<file path="src/rtl/amp_share_pkg.sv">
// amp_share_pkg: state encoding and index helpers shared by the amplifier share scheduler
package amp_share_pkg;
  localparam int MAX_REQ = 16;
  typedef enum logic [2:0] {IDLE, PROG, SETTLE, SAMPLE, HOLD} state_e;
  function automatic int idx_w(input int n);
    return (n < 2) ? 1 : $clog2(n);
  endfunction
  function automatic logic [MAX_REQ-1:0] onehot(input int i);
    return MAX_REQ'(1) << i;
  endfunction
endpackage

</file>
<file path="src/rtl/amp_share_scheduler_if.sv">
// amp_share_scheduler_if: requester side and shared amplifier configuration bundle
interface amp_share_scheduler_if import amp_share_pkg::*; #(
  parameter int N_REQ = 4,
  parameter int GAIN_W = 8,
  parameter int SETTLE_W = 8,
  localparam int IDX_W = idx_w(N_REQ)
);
  logic [N_REQ-1:0] req;
  logic [N_REQ*GAIN_W-1:0] req_gain;
  logic [SETTLE_W-1:0] settle_cycles;
  logic [N_REQ-1:0] grant;
  logic [IDX_W-1:0] amp_sel;
  logic [GAIN_W-1:0] amp_gain;
  logic amp_gain_we;
  logic amp_en;
  logic sample;
  logic [N_REQ-1:0] done;
  logic busy;
  modport master (
    output req, req_gain, settle_cycles,
    input grant, amp_sel, amp_gain, amp_gain_we, amp_en, sample, done, busy
  );
  modport slave (
    input req, req_gain, settle_cycles,
    output grant, amp_sel, amp_gain, amp_gain_we, amp_en, sample, done, busy
  );
endinterface

</file>
<file path="src/rtl/rr_arbiter.sv">
// rr_arbiter: picks the first set request after last, wrapping around
module rr_arbiter import amp_share_pkg::*; #(
  parameter int N_REQ = 4,
  localparam int IDX_W = idx_w(N_REQ)
) (
  input  logic [N_REQ-1:0] req_i,
  input  logic [IDX_W-1:0] last_i,
  output logic             valid_o,
  output logic [IDX_W-1:0] idx_o
);
  logic [IDX_W-1:0] j;
  // farthest candidate first so the nearest one after last wins
  always_comb begin
    valid_o = 1'b0;
    idx_o = '0;
    j = '0;
    for (int i = N_REQ; i >= 1; i--) begin
      j = IDX_W'((int'(last_i) + i) % N_REQ);
      if (req_i[j]) begin
        valid_o = 1'b1;
        idx_o = j;
      end
    end
  end
endmodule

</file>
<file path="src/rtl/amp_share_scheduler.sv">
// amp_share_scheduler: round-robin time-sharing of one gain stage; program, settle, sample, hand back
module amp_share_scheduler import amp_share_pkg::*; #(
  parameter int N_REQ = 4,
  parameter int GAIN_W = 8,
  parameter int SETTLE_W = 8,
  localparam int IDX_W = idx_w(N_REQ)
) (
  input logic clk,
  input logic rst,
  amp_share_scheduler_if.slave bus
);
  state_e state_q, state_d;
  logic [N_REQ-1:0] grant_q, grant_d;
  logic [IDX_W-1:0] sel_q, sel_d, last_q, last_d, arb_idx;
  logic [SETTLE_W-1:0] cnt_q, cnt_d;
  logic [GAIN_W-1:0] gain_q, gain_d;
  logic arb_valid, own_req;
  rr_arbiter #(.N_REQ(N_REQ)) u_arb (
    .req_i(bus.req),
    .last_i(last_q),
    .valid_o(arb_valid),
    .idx_o(arb_idx)
  );
  assign own_req = bus.req[sel_q];
  always_comb begin
    state_d = state_q;
    grant_d = grant_q;
    sel_d = sel_q;
    last_d = last_q;
    cnt_d = cnt_q;
    gain_d = gain_q;
    case (state_q)
      IDLE: if (arb_valid) begin
        state_d = PROG;
        grant_d = N_REQ'(onehot(int'(arb_idx)));
        sel_d = arb_idx;
        last_d = arb_idx;
        cnt_d = bus.settle_cycles;
        gain_d = bus.req_gain[int'(arb_idx)*GAIN_W +: GAIN_W];
      end
      PROG: state_d = !own_req ? IDLE : (|cnt_q) ? SETTLE : SAMPLE;
      SETTLE: begin
        state_d = !own_req ? IDLE : (cnt_q == SETTLE_W'(1)) ? SAMPLE : SETTLE;
        cnt_d = cnt_q - SETTLE_W'(1);
      end
      SAMPLE: state_d = HOLD;
      HOLD: state_d = own_req ? HOLD : IDLE;
      default: state_d = IDLE;
    endcase
    // release and abort both drop ownership on the edge into IDLE
    if (state_d == IDLE) grant_d = '0;
  end
  always_ff @(posedge clk) begin
    if (rst) begin
      state_q <= IDLE;
      grant_q <= '0;
      sel_q <= '0;
      last_q <= IDX_W'(N_REQ - 1);
      cnt_q <= '0;
      gain_q <= '0;
    end else begin
      state_q <= state_d;
      grant_q <= grant_d;
      sel_q <= sel_d;
      last_q <= last_d;
      cnt_q <= cnt_d;
      gain_q <= gain_d;
    end
  end
  assign bus.grant = grant_q;
  assign bus.amp_sel = sel_q;
  assign bus.amp_gain = gain_q;
  assign bus.amp_gain_we = state_q == PROG;
  assign bus.amp_en = state_q inside {PROG, SETTLE, SAMPLE};
  assign bus.sample = state_q == SAMPLE;
  assign bus.done = grant_q & {N_REQ{state_q == SAMPLE}};
  assign bus.busy = state_q != IDLE;
endmodule

</file>
<file path="src/flat_wrapper.sv">
// flat-port wrapper written by rule: the top's interface ports become plain ports
module amp_share_scheduler_flat import amp_share_pkg::*;
#(
  parameter int N_REQ = 4,
  parameter int GAIN_W = 8,
  parameter int SETTLE_W = 8,
  localparam int IDX_W = idx_w(N_REQ)
)
  (clk, rst, bus_req, bus_req_gain, bus_settle_cycles, bus_grant, bus_amp_sel, bus_amp_gain, bus_amp_gain_we, bus_amp_en, bus_sample, bus_done, bus_busy);
  amp_share_scheduler_if #(.N_REQ(N_REQ), .GAIN_W(GAIN_W), .SETTLE_W(SETTLE_W)) bus_i ();
  input logic clk;
  input logic rst;
  input wire logic [$bits(bus_i.req)-1:0] bus_req;
  input wire logic [$bits(bus_i.req_gain)-1:0] bus_req_gain;
  input wire logic [$bits(bus_i.settle_cycles)-1:0] bus_settle_cycles;
  output wire logic [$bits(bus_i.grant)-1:0] bus_grant;
  output wire logic [$bits(bus_i.amp_sel)-1:0] bus_amp_sel;
  output wire logic [$bits(bus_i.amp_gain)-1:0] bus_amp_gain;
  output wire logic [$bits(bus_i.amp_gain_we)-1:0] bus_amp_gain_we;
  output wire logic [$bits(bus_i.amp_en)-1:0] bus_amp_en;
  output wire logic [$bits(bus_i.sample)-1:0] bus_sample;
  output wire logic [$bits(bus_i.done)-1:0] bus_done;
  output wire logic [$bits(bus_i.busy)-1:0] bus_busy;
  assign bus_i.req = bus_req;
  assign bus_i.req_gain = bus_req_gain;
  assign bus_i.settle_cycles = bus_settle_cycles;
  assign bus_grant = bus_i.grant;
  assign bus_amp_sel = bus_i.amp_sel;
  assign bus_amp_gain = bus_i.amp_gain;
  assign bus_amp_gain_we = bus_i.amp_gain_we;
  assign bus_amp_en = bus_i.amp_en;
  assign bus_sample = bus_i.sample;
  assign bus_done = bus_i.done;
  assign bus_busy = bus_i.busy;
  amp_share_scheduler #(.N_REQ(N_REQ), .GAIN_W(GAIN_W), .SETTLE_W(SETTLE_W)) u_core (.clk(clk), .rst(rst), .bus(bus_i));
endmodule
</file>
<file path="config.mk">
export PLATFORM = sky130hd
export DESIGN_NAME = amp_share_scheduler_flat
export DESIGN_NICKNAME = d
export VERILOG_FILES = /design/src/rtl/amp_share_pkg.sv /design/src/rtl/amp_share_scheduler_if.sv /design/src/rtl/rr_arbiter.sv /design/src/rtl/amp_share_scheduler.sv /design/src/flat_wrapper.sv
export SDC_FILE = /design/constraint.sdc
export NUM_CORES = 1
export LEC_CHECK = 0
export CAP_MARGIN = 25
export CORE_MARGIN = 4
export CORE_UTILIZATION = 43
export DETAILED_ROUTE_END_ITERATION = 10
export GPL_ROUTABILITY_DRIVEN = 0
export PLACE_DENSITY_LB_ADDON = 0.05
export SYNTH_ARGS = -nofsm -noshare
export SYNTH_HDL_FRONTEND = slang
export SYNTH_SLANG_ARGS = --single-unit
</file>
<file path="constraint.sdc">
create_clock -name clk -period 2.3 [get_ports clk]
set_input_delay 0.345 -clock clk [delete_from_list [all_inputs] [get_ports clk]]
set_output_delay 0.345 -clock clk [all_outputs]
set_load 0.005 [all_outputs]
</file>
==> impl_results.rst <==
.. list-table::
   :header-rows: 1

   * - Metric
     - Value
   * - Status
     - complete, no violations
   * - Die Width
     - 70.1 µm
   * - Hold/Removal Path Class
     - reg -> reg
   * - Final cell area excluding filler cells
     - 2500 µm²
   * - Total via count in the routed design
     - 1678
   * - Starting DRT DRC Count
     - 120
   * - Number of slew-limit violations in the final report
     - 0
   * - Antenna violations before repair
     - 0
   * - Die outline area
     - 4920 µm²
   * - Leakage dissipation
     - 0.948 nW
   * - Share of the synthesized area in the top cell type
     - 0.326
   * - Count of antenna-violating nets left after detailed routing
     - 0
   * - Commonest cells in the netlist
     - sky130_fd_sc_hd__dfxtp_1 (27), sky130_fd_sc_hd__nor2_1 (26), sky130_fd_sc_hd__a211oi_1 (12), sky130_fd_sc_hd__a21oi_1 (12), sky130_fd_sc_hd__nor3_1 (10)
   * - Worst endpoint data arrival time
     - 1760 ps
   * - Type of origin of the critical path
     - flip-flop
   * - Detailed-route vias per instance
     - 5.40
   * - TritonCTS Buffers
     - 3
   * - FFs w/ async S/R, synth
     - 0
   * - Number of cell rows
     - 22
   * - Post-Route Setup TNS
     - 0 ps
   * - Setup clock skew after layout
     - 6.25 ps
   * - Total Power Consumption
     - 1.66 mW
   * - Synthesized instance count
     - 188
   * - Postcts setup bufs
     - 0
   * - Detailed-router iteration count before antenna repair
     - 4
   * - Antenna diode count
     - 0
   * - Average size of a mapped cell
     - 8.82 µm²
   * - Share of cells above drive strength 1
     - 0.144
   * - Top area cells in the synthesized netlist
     - sky130_fd_sc_hd__dfxtp_1 (33%), sky130_fd_sc_hd__nor2_1 (5.9%), sky130_fd_sc_hd__a211oi_1 (5.4%)
   * - Worst slew margin
     - 0.617
   * - Per-cell routed wire length
     - 14.1 µm
   * - Cell with the largest stage delay on the worst path
     - sky130_fd_sc_hd__dfxtp_1
   * - Cell with the most instances after synthesis
     - sky130_fd_sc_hd__dfxtp_1
   * - Root buffer cell
     - sky130_fd_sc_hd__clkbuf_8
   * - Synth-to-Final Area Change
     - 50.6%
   * - Type of element capturing the critical path
     - output pin
   * - Clock tree sinks
     - 27
   * - DR DRC count
     - 0
   * - Number of enable flip-flop cells after synthesis
     - 0
   * - Total placed instance area
     - 2450 µm²
   * - Slew at the pin closest to its max-slew limit
     - 572 ps
   * - Peak fanout along the critical path
     - 11
   * - Overflow after GRT
     - 0
   * - Cell accounting for the most synthesized area
     - sky130_fd_sc_hd__dfxtp_1
   * - Worst Setup Slack, final
     - 191 ps
   * - Routed wire length
     - 4400 µm
   * - Crit path kind
     - reg -> out
   * - Required @ worst endpoint
     - 1960 ps
   * - Overall routing resource usage
     - 0.178
   * - Number of distinct library cells after synthesis
     - 55
   * - Buffers from clock root to sink, at most
     - 2
   * - Synthesized netlist net count
     - 237
   * - Ordered list of cells on the worst path
     - and3b_1, and2_1, clkdlybuf4s50_1
   * - Post_cts resized
     - 0
   * - Source-to-sink clock delay at the later pin of the worst-skew pair
     - 280 ps
   * - Highest ir drop seen on vdd
     - 0.337 mV
   * - Post-synth design cell area
     - 1660 µm²
   * - First-pass GRT wire length
     - 7210 µm
   * - Ys flop type
     - sky130_fd_sc_hd__dfxtp_1
   * - FF+latch count, synth
     - 27
   * - Hold buffer count at CTS
     - 0
   * - RSZ-0062 raised after global routing
     - false
   * - Number of port buffers
     - 67
   * - Number of placed instances with taps included
     - 307
   * - Post-route worst hold slack
     - 502 ps
   * - Clock-pin slew of the registers on the worst-case setup and hold paths
     - 100 ps
   * - End-of-flow core utilization
     - 0.677
   * - Number of warnings reported in the yosys synthesis log
     - 0
   * - Final Instance Count excl. Fillers
     - 311
   * - Final setup violation count
     - 0
   * - Final-stage net count
     - 313
   * - Via count of the first global-routing pass
     - 1518
   * - Minimum period implied by the final worst setup slack
     - 2110 ps
   * - # IOs
     - 68
   * - Final hold violations
     - 0
   * - H-tree level count
     - 1
   * - Highest Clock Rate
     - 0.474 GHz
   * - Max-cap violations
     - 0
   * - Largest net degree at the start of global routing
     - 29
   * - Portion of the clock cycle consumed by the worst path in the final layout
     - 0.917
   * - Estimated wirelength of the detail-placed design
     - 3340 µm
   * - TritonCTS clock tree
     - done
   * - Total power divided by cell area
     - 664 nW/µm²
   * - Maximum cell stage delay along the critical path
     - 530 ps
   * - Worst slack at placement
     - -66.2 ps
   * - Sequential element share of the synthesized area
     - 0.326
   * - Core Box Area
     - 3690 µm²
   * - Height of the chip
     - 70.1 µm
   * - Starting density of the core
     - 0.450
-- where the power goes --
part           switching (mW)  leakage [nW]  total, mW  internal (mW)
clock                   0.154        0.0255      0.276          0.122
combinational           0.326         0.699      0.752          0.426
sequential             0.0815         0.223      0.631          0.549
total                   0.562         0.948       1.66           1.10
-- critical path, delay by kind of cell (launching register included) --
| kind | cells | cell delay [ps] |
|---|---|---|
| AND/OR/NAND/NOR | 2 | 460 |
| buffers and inverters | 1 | 490 |
| flip-flops | 1 | 530 |
-- area by class of cell --
type	instances	area [µm²]
Inverter	5	18.8
Fill cell	319	1190
Tap cell	48	60.1
Sequential cell	27	541
Clock buffer	3	41.3
Multi-Input combinational cell	142	1010
Clock inverter	1	5.00
Timing Repair Buffer	85	818
-- metal layers --
layer / up-vias / GRT usage / wire length (µm)
met5: - / 0 / 0
met3: 4 / 0.0417 / 337
li1: 855 / - / -
met2: 55 / 0.317 / 2160
met1: 764 / 0.215 / 1870
met4: 0 / 0.0383 / 27
-- path summary, 6_finish.rpt --
kind,from,end,slack [ps],cells past startpoint
hold / removal,u_core.cnt_q[6]$_SDFFE_PP0P_,u_core.cnt_q[6]$_SDFFE_PP0P_,500,1
setup / recovery,u_core.state_q[0]$_SDFF_PP0_,bus_done[1],190,3
setup reg to reg,u_core.last_q[0]$_SDFFE_PP1P_,u_core.bus.amp_gain[6]$_SDFFE_PP0P_,410,6
hold reg to reg,u_core.cnt_q[6]$_SDFFE_PP0P_,u_core.cnt_q[6]$_SDFFE_PP0P_,500,1
-- cell usage in the layout, fill, tap and decap left out, types with 5 or more instances in the layout --
master,netlist,final
sky130_fd_sc_hd__dfxtp_1,27,27
sky130_fd_sc_hd__clkdlybuf4s50_1,0,67
sky130_fd_sc_hd__mux2_1,6,6
sky130_fd_sc_hd__a211oi_1,12,12
sky130_fd_sc_hd__a222oi_1,7,7
sky130_fd_sc_hd__nor3_1,10,10
sky130_fd_sc_hd__nor2_1,26,26
sky130_fd_sc_hd__nand2_1,6,6
sky130_fd_sc_hd__a21oi_1,12,12
sky130_fd_sc_hd__buf_4,3,17
sky130_fd_sc_hd__inv_1,5,5
-- flip-flops by register name, indices dropped and copies added (netlist names) --
signal,count
u_core.bus.amp_gain,8
u_core.bus.amp_sel,2
u_core.bus.grant,4
u_core.cnt_q,8
u_core.last_q,2
u_core.state_q,3
-- logic make-up after synthesis --
kind of cell	share of synthesized area
xor+xnor	0.00528
compound gates	0.247
flops	0.326
fa+ha+maj	0.0226
simple gates	0.247
buf+inv	0.0626
mux	0.0890
(Power assumes the default switching activity.)
==> edit 1, RTL diff (config.mk and constraints unchanged) <==
`GAIN_W` is set to 8 in 3 places; all go to 7.
--- a/src/rtl/amp_share_scheduler_if.sv
+++ b/src/rtl/amp_share_scheduler_if.sv
@@ -1,7 +1,7 @@
 // amp_share_scheduler_if: requester side and shared amplifier configuration bundle
 interface amp_share_scheduler_if import amp_share_pkg::*; #(
   parameter int N_REQ = 4,
-  parameter int GAIN_W = 8,
+  parameter int GAIN_W = 7,
   parameter int SETTLE_W = 8,
   localparam int IDX_W = idx_w(N_REQ)
 );
--- a/src/rtl/amp_share_scheduler.sv
+++ b/src/rtl/amp_share_scheduler.sv
@@ -1,7 +1,7 @@
 // amp_share_scheduler: round-robin time-sharing of one gain stage; program, settle, sample, hand back
 module amp_share_scheduler import amp_share_pkg::*; #(
   parameter int N_REQ = 4,
-  parameter int GAIN_W = 8,
+  parameter int GAIN_W = 7,
   parameter int SETTLE_W = 8,
   localparam int IDX_W = idx_w(N_REQ)
 ) (
--- a/src/flat_wrapper.sv
+++ b/src/flat_wrapper.sv
@@ -2,7 +2,7 @@
 module amp_share_scheduler_flat import amp_share_pkg::*;
 #(
   parameter int N_REQ = 4,
-  parameter int GAIN_W = 8,
+  parameter int GAIN_W = 7,
   parameter int SETTLE_W = 8,
   localparam int IDX_W = idx_w(N_REQ)
 )
Ports: changed (resized bus_amp_gain and bus_req_gain); port bits go from 68 to 63. The function was not compared with the original's and may differ.
==> edit 1 against the unedited design <==
Count of clock-buffer cells in the layout unchanged. Area after synthesis is 3.0% lower. Wire length increased by 2.8%. Setup slack lost 0.064 ns. Final area fell by 6.8%. Sequential cell count down 1. Power fell by 11%. Hold slack got worse by 0.014 ns. Critical endpoint is now bus_done[3]. Largest cell class unchanged.
==> edit 1: results <==
export IMPL_use_met3_pct=4.64
export IMPL_yosys_warnings=0
export IMPL_crit_fanout=12
export IMPL_r2r_end="u_core.bus.amp_gain[6]$_SDFFE_PP0P_"
export IMPL_dr_pass1_iters=4
export IMPL_startpoint="u_core.state_q[2]$_SDFF_PP0_"
export IMPL_h_tree_depth=1
export IMPL_clockBufferDepth=2
export IMPL_synth_most_common_cell="dfxtp_1"
export IMPL_synth_cells_most_frequent="26 x dfxtp_1, 23 x nor2_1, 17 x nand2_1"
export IMPL_drive_gt1_share_pct=9.92
export IMPL_max_slew_margin_pct=64.5
export IMPL_drc=0
export IMPL_r2r_cells=5
export IMPL_synth_distinct_cells=48
export IMPL_diodes=0
export IMPL_clk_latency_ns=0.26
export IMPL_min_from="u_core.bus.grant[2]$_SDFFE_PP0P_"
export IMPL_top_register="u_core.cnt_q"
export IMPL_hp_class="reg2reg"
export IMPL_cts_root_buf="clkbuf_8"
export IMPL_seq_area_frac_synth_pct=32.3
export IMPL_viasPerCell=5.61
export IMPL_holdPathStages=2
export IMPL_arrival_ns=1.83
export IMPL_met1_length_um=1990
export IMPL_synth_xor_area_share_pct=0
export IMPL_dr_wl_met2_um=2230
export IMPL_hpwl_um=3570
export IMPL_synthTopCellsByArea="dfxtp_1 32%, mux2i_1 5.6%, nor2_1 5.4%, a21oi_1 4.0%, nand2_1 4.0%"
export IMPL_grt_pass1_vias=1672
export IMPL_hold_path_end="u_core.bus.grant[2]$_SDFFE_PP0P_"
export IMPL_ys_async_sr_fraction_pct=0
export IMPL_path_clk_slew_ns=0.09
export IMPL_cts_buffers=3
export IMPL_grtUsageMet2_pct=32.5
export IMPL_peakVddDrop_mv=0.475
export IMPL_p_int_mw=0.985
export IMPL_first_iter_violations=69
export IMPL_top_layer="met4"
export IMPL_grt_util_all_layers_pct=18.8
export IMPL_antenna_found_initial=0
export IMPL_dr_wl_met3_um=272
export IMPL_ff2ff_setup_slack_ns=0.51
export IMPL_largest_register_ffs=8
export IMPL_grt_max_degree=18
export IMPL_nets=299
export IMPL_muxShareOfSynthArea_pct=7.00
export IMPL_crit_path_end="bus_done[3]"
export IMPL_wl_per_cell_um=15.2
export IMPL_fin_skew_ns=0.00542
export IMPL_p_leak_nw=0.909
export IMPL_synthAdderAreaFrac_pct=2.33
export IMPL_synth_nets=237
export IMPL_synth_compound_area_share_pct=22.8
export IMPL_grt_pass1_wl_um=7640
export IMPL_num_fill_cells=301
export IMPL_use_met1_pct=24.0
export IMPL_status="complete, no violations"
export IMPL_port_buffers=62
==> edit 1: cell count changes in the layout (fill, tap and decap cells not counted), moves of 8 or more <==
cell / delta
a211oi_1: -10
nand2_1: +11
buf_4: -8
nand3_1: +8
==> edit 1: power by group through the flow <==
| stage | logic [mW] | registers, mW | clock network [mW] |
|---|---|---|---|
| after CTS | 0.636 | 0.598 | 0.257 |
| final | 0.632 | 0.600 | 0.252 |
| after floorplan | 0.381 | 0.579 | 0 |
| after detailed placement | 0.632 | 0.608 | 0 |
| after global routing | 0.691 | 0.611 | 0.279 |
| after global placement | 0.614 | 0.604 | 0 |
==> edit 1: metrics by stage <==
step	instances	worst slack (ns)	area, um^2	hold slack (ns)	util (%)
2_1_floorplan	192	0.629	1610	0.422	-
3_3_place_gp	295	0.109	2290	0.462	65.9
3_5_place_dp	295	0.00337	2290	0.470	65.9
4_1_cts	298	0.0220	2330	0.483	67.1
5_1_grt	298	0.0599	2330	0.504	67.2
6_report	298	0.128	2330	0.488	67.2
==> edit 1: timing repair <==
item                                   in CTS  in global routing
gates resized for setup                     0                  2
setup endpoints to repair                   0                  4
endpoints found under the hold margin       0                  0
buffers inserted                            0                  0
==> edit 1: cell type report <==
cell class | instances | area [um^2] | area share, %
tap | 46 | 57.6 | 2.47
clock buffer | 3 | 41.3 | 1.77
multi-input combinational | 148 | 988 | 42.4
timing repair buffer | 72 | 708 | 30.4
sequential | 26 | 523 | 22.4
inverter | 3 | 11.3 | 0.483
==> edit 1: worst max-delay path, cell delays in order, from the launching register on <==
cell and delay, ns:
dfxtp_1 0.44, and3b_1 0.43, and2_1 0.19, clkdlybuf4s50_1 0.51
==> edit 2, RTL diff (same settings) <==
Made on the original files. Reset style: asynchronous (`rst`), changed in one clocked block.
--- a/src/rtl/amp_share_scheduler.sv
+++ b/src/rtl/amp_share_scheduler.sv
@@ -50,7 +50,7 @@
     // release and abort both drop ownership on the edge into IDLE
     if (state_d == IDLE) grant_d = '0;
   end
-  always_ff @(posedge clk) begin
+  always_ff @(posedge clk or posedge rst) begin
     if (rst) begin
       state_q <= IDLE;
       grant_q <= '0;
Function: differs if rst is asserted again (counterexample within 4 cycles, from zero or initial values and one cycle with rst high); with rst held inactive, the same outputs for 4 cycles.
==> edit 2 against the unedited design <==
Count of clock-buffer cells in the layout unchanged. Setup slack got worse by 0.012 ns. Sequential cell count unchanged. Final area increased by 1.3%. Wire length increased by 3.8%. Clock skew decreased by 0.00090 ns. Area after synthesis increased by 4.3%. Highest routed layer unchanged.
Power is not compared: it rests on default switching activity, and its combinational part moved more than twofold at a synthesized area within 25%.
==> edit 2: results <==
export IMPL_drive_gt1_share_pct=12.5
export IMPL_cts_root_buf="clkbuf_8"
export IMPL_hp_class="in2async"
export IMPL_synth_nets=240
export IMPL_hpwl_um=3630
export IMPL_clk_latency_ns=0.27
export IMPL_synthTopCellsByArea="dfrtp_1 36%, nor2_1 6.7%, mux2i_1 5.2%, nand2_1 4.1%, a221oi_1 4.0%"
export IMPL_antenna_found_initial=0
export IMPL_grt_max_degree=28
export IMPL_port_buffers=67
export IMPL_timing_rr_start="u_core.last_q[1]$_DFFE_PP1P_"
export IMPL_h_tree_depth=1
export IMPL_max_slew_margin_pct=62.2
export IMPL_crit_fanout=10
export IMPL_r2r_end="u_core.bus.grant[3]$_DFFE_PP0P_"
export IMPL_diodes=0
export IMPL_dpl_instance_area_mm2=0.00248
export IMPL_slowest_delay_ns=0.49
export IMPL_path_clk_slew_ns=0.09
export IMPL_status="complete, no violations"
export IMPL_p_leak_nw=1.07
export IMPL_fin_skew_ns=0.00535
export IMPL_synth_cells_most_frequent="31 x nor2_1, 25 x dfrtp_1, 19 x nand2_1"
export IMPL_dr_pass1_iters=4
export IMPL_synth_distinct_cells=49
export IMPL_grt_pass1_vias=1601
export IMPL_post_cts_resized_instances=0
export IMPL_seq_area_frac_synth_pct=39.2
export IMPL_arrival_ns=1.78
export IMPL_ys_async_sr_fraction_pct=100
export IMPL_pre_cts_ws_ns=0.0328
export IMPL_r2r_cells=7
export IMPL_clockBufferDepth=2
export IMPL_ff2ff_setup_slack_ns=0.27
export IMPL_yosys_warnings=0
export IMPL_grt_util_all_layers_pct=17.9
export IMPL_wl_um=4560
export IMPL_first_iter_violations=88
export IMPL_cts_setup_buffers=0
export IMPL_grt_pass1_wl_um=7460
export IMPL_vias=1685
export IMPL_cts_buffers=3
export IMPL_peakVddDrop_mv=0.567
export IMPL_rows=22
export IMPL_cp_slowest_cell="clkdlybuf4s50_1"
export IMPL_nets=313
-- edit 2: changes by cell type in the layout (fill, tap and decap cells not counted), moves of 6 or more --
| cell | change |
|---|---|
| dfxtp_1 | -27 |
| dfrtp_1 | +25 |
| nand2_1 | +13 |
| nor3_1 | -9 |
| a221oi_1 | +7 |
| a222oi_1 | -7 |
| mux2i_1 | +7 |
| mux2_1 | -6 |
-- edit 2: cell type report --
class	count	area [um^2]
Fill cell	358	1240
Multi-Input combinational cell	147	962
Timing Repair Buffer	79	761
Sequential cell	27	678
Tap cell	48	60.1
Clock buffer	3	41.3
Inverter	6	22.5
Clock inverter	1	5.00
-- edit 2: worst max path at each step --
| stage | start | slack (ns) | endpoint | cells after the start |
|---|---|---|---|---|
| global placement | bus_req[3] | 0.09 | u_core.bus.grant[1]$_DFFE_PP0P_ | 5 |
| global route | u_core.state_q[2]$_DFF_PP0_ | 0.05 | bus_done[1] | 4 |
| floorplan | u_core.last_q[1]$_DFFE_PP1P_ | 0.54 | u_core.bus.amp_gain[0]$_DFFE_PP0P_ | 7 |
| detailed placement | bus_req[2] | 0.03 | u_core.bus.amp_gain[6]$_DFFE_PP0P_ | 6 |
| finish | u_core.state_q[2]$_DFF_PP0_ | 0.18 | bus_done[3] | 4 |
| CTS | u_core.state_q[2]$_DFF_PP0_ | 0.17 | bus_done[3] | 4 |
-- edit 2: per-stage QoR --
stage / cells / hold slack [ns]
after global placement: 307 / 0.467
final: 311 / 0.430
after floorplan: 191 / 0.396
after global routing: 311 / 0.471
after detailed placement: 307 / 0.475
after CTS: 311 / 0.442
-- edit 2: cells by family (layout without fill, tap and decap cells) --
family / Yosys count / in the layout / synth area share [%]
mux: 10 / 10 / 6.51
simple gates: 79 / 79 / 22.5
buf+inv: 17 / 89 / 5.21
fa+ha+maj: 3 / 3 / 2.17
xor+xnor: 1 / 1 / 0.506
compound gates: 54 / 54 / 23.9
flops: 27 / 27 / 39.2
-- edit 2: routing by layer --
| metal | routed length, um | GRT usage, % |
|---|---|---|
| met4 | 59 | 4.38 |
| met2 | 2170 | 28.5 |
| met5 | 0 | 0 |
| met3 | 271 | 2.81 |
| met1 | 2060 | 25.4 |
-- edit 2: power by group --
part	internal, mW	switching [mW]
combinational	0.939	0.873
sequential	0.726	0.198
clock	0.121	0.146
-- edit 2: worst max-delay path, delay by kind of cell, from the launching register on --
kind	cells	cell delay (ns)
buffers and inverters	2	0.67
AND/OR/NAND/NOR	2	0.45
flip-flops	1	0.40
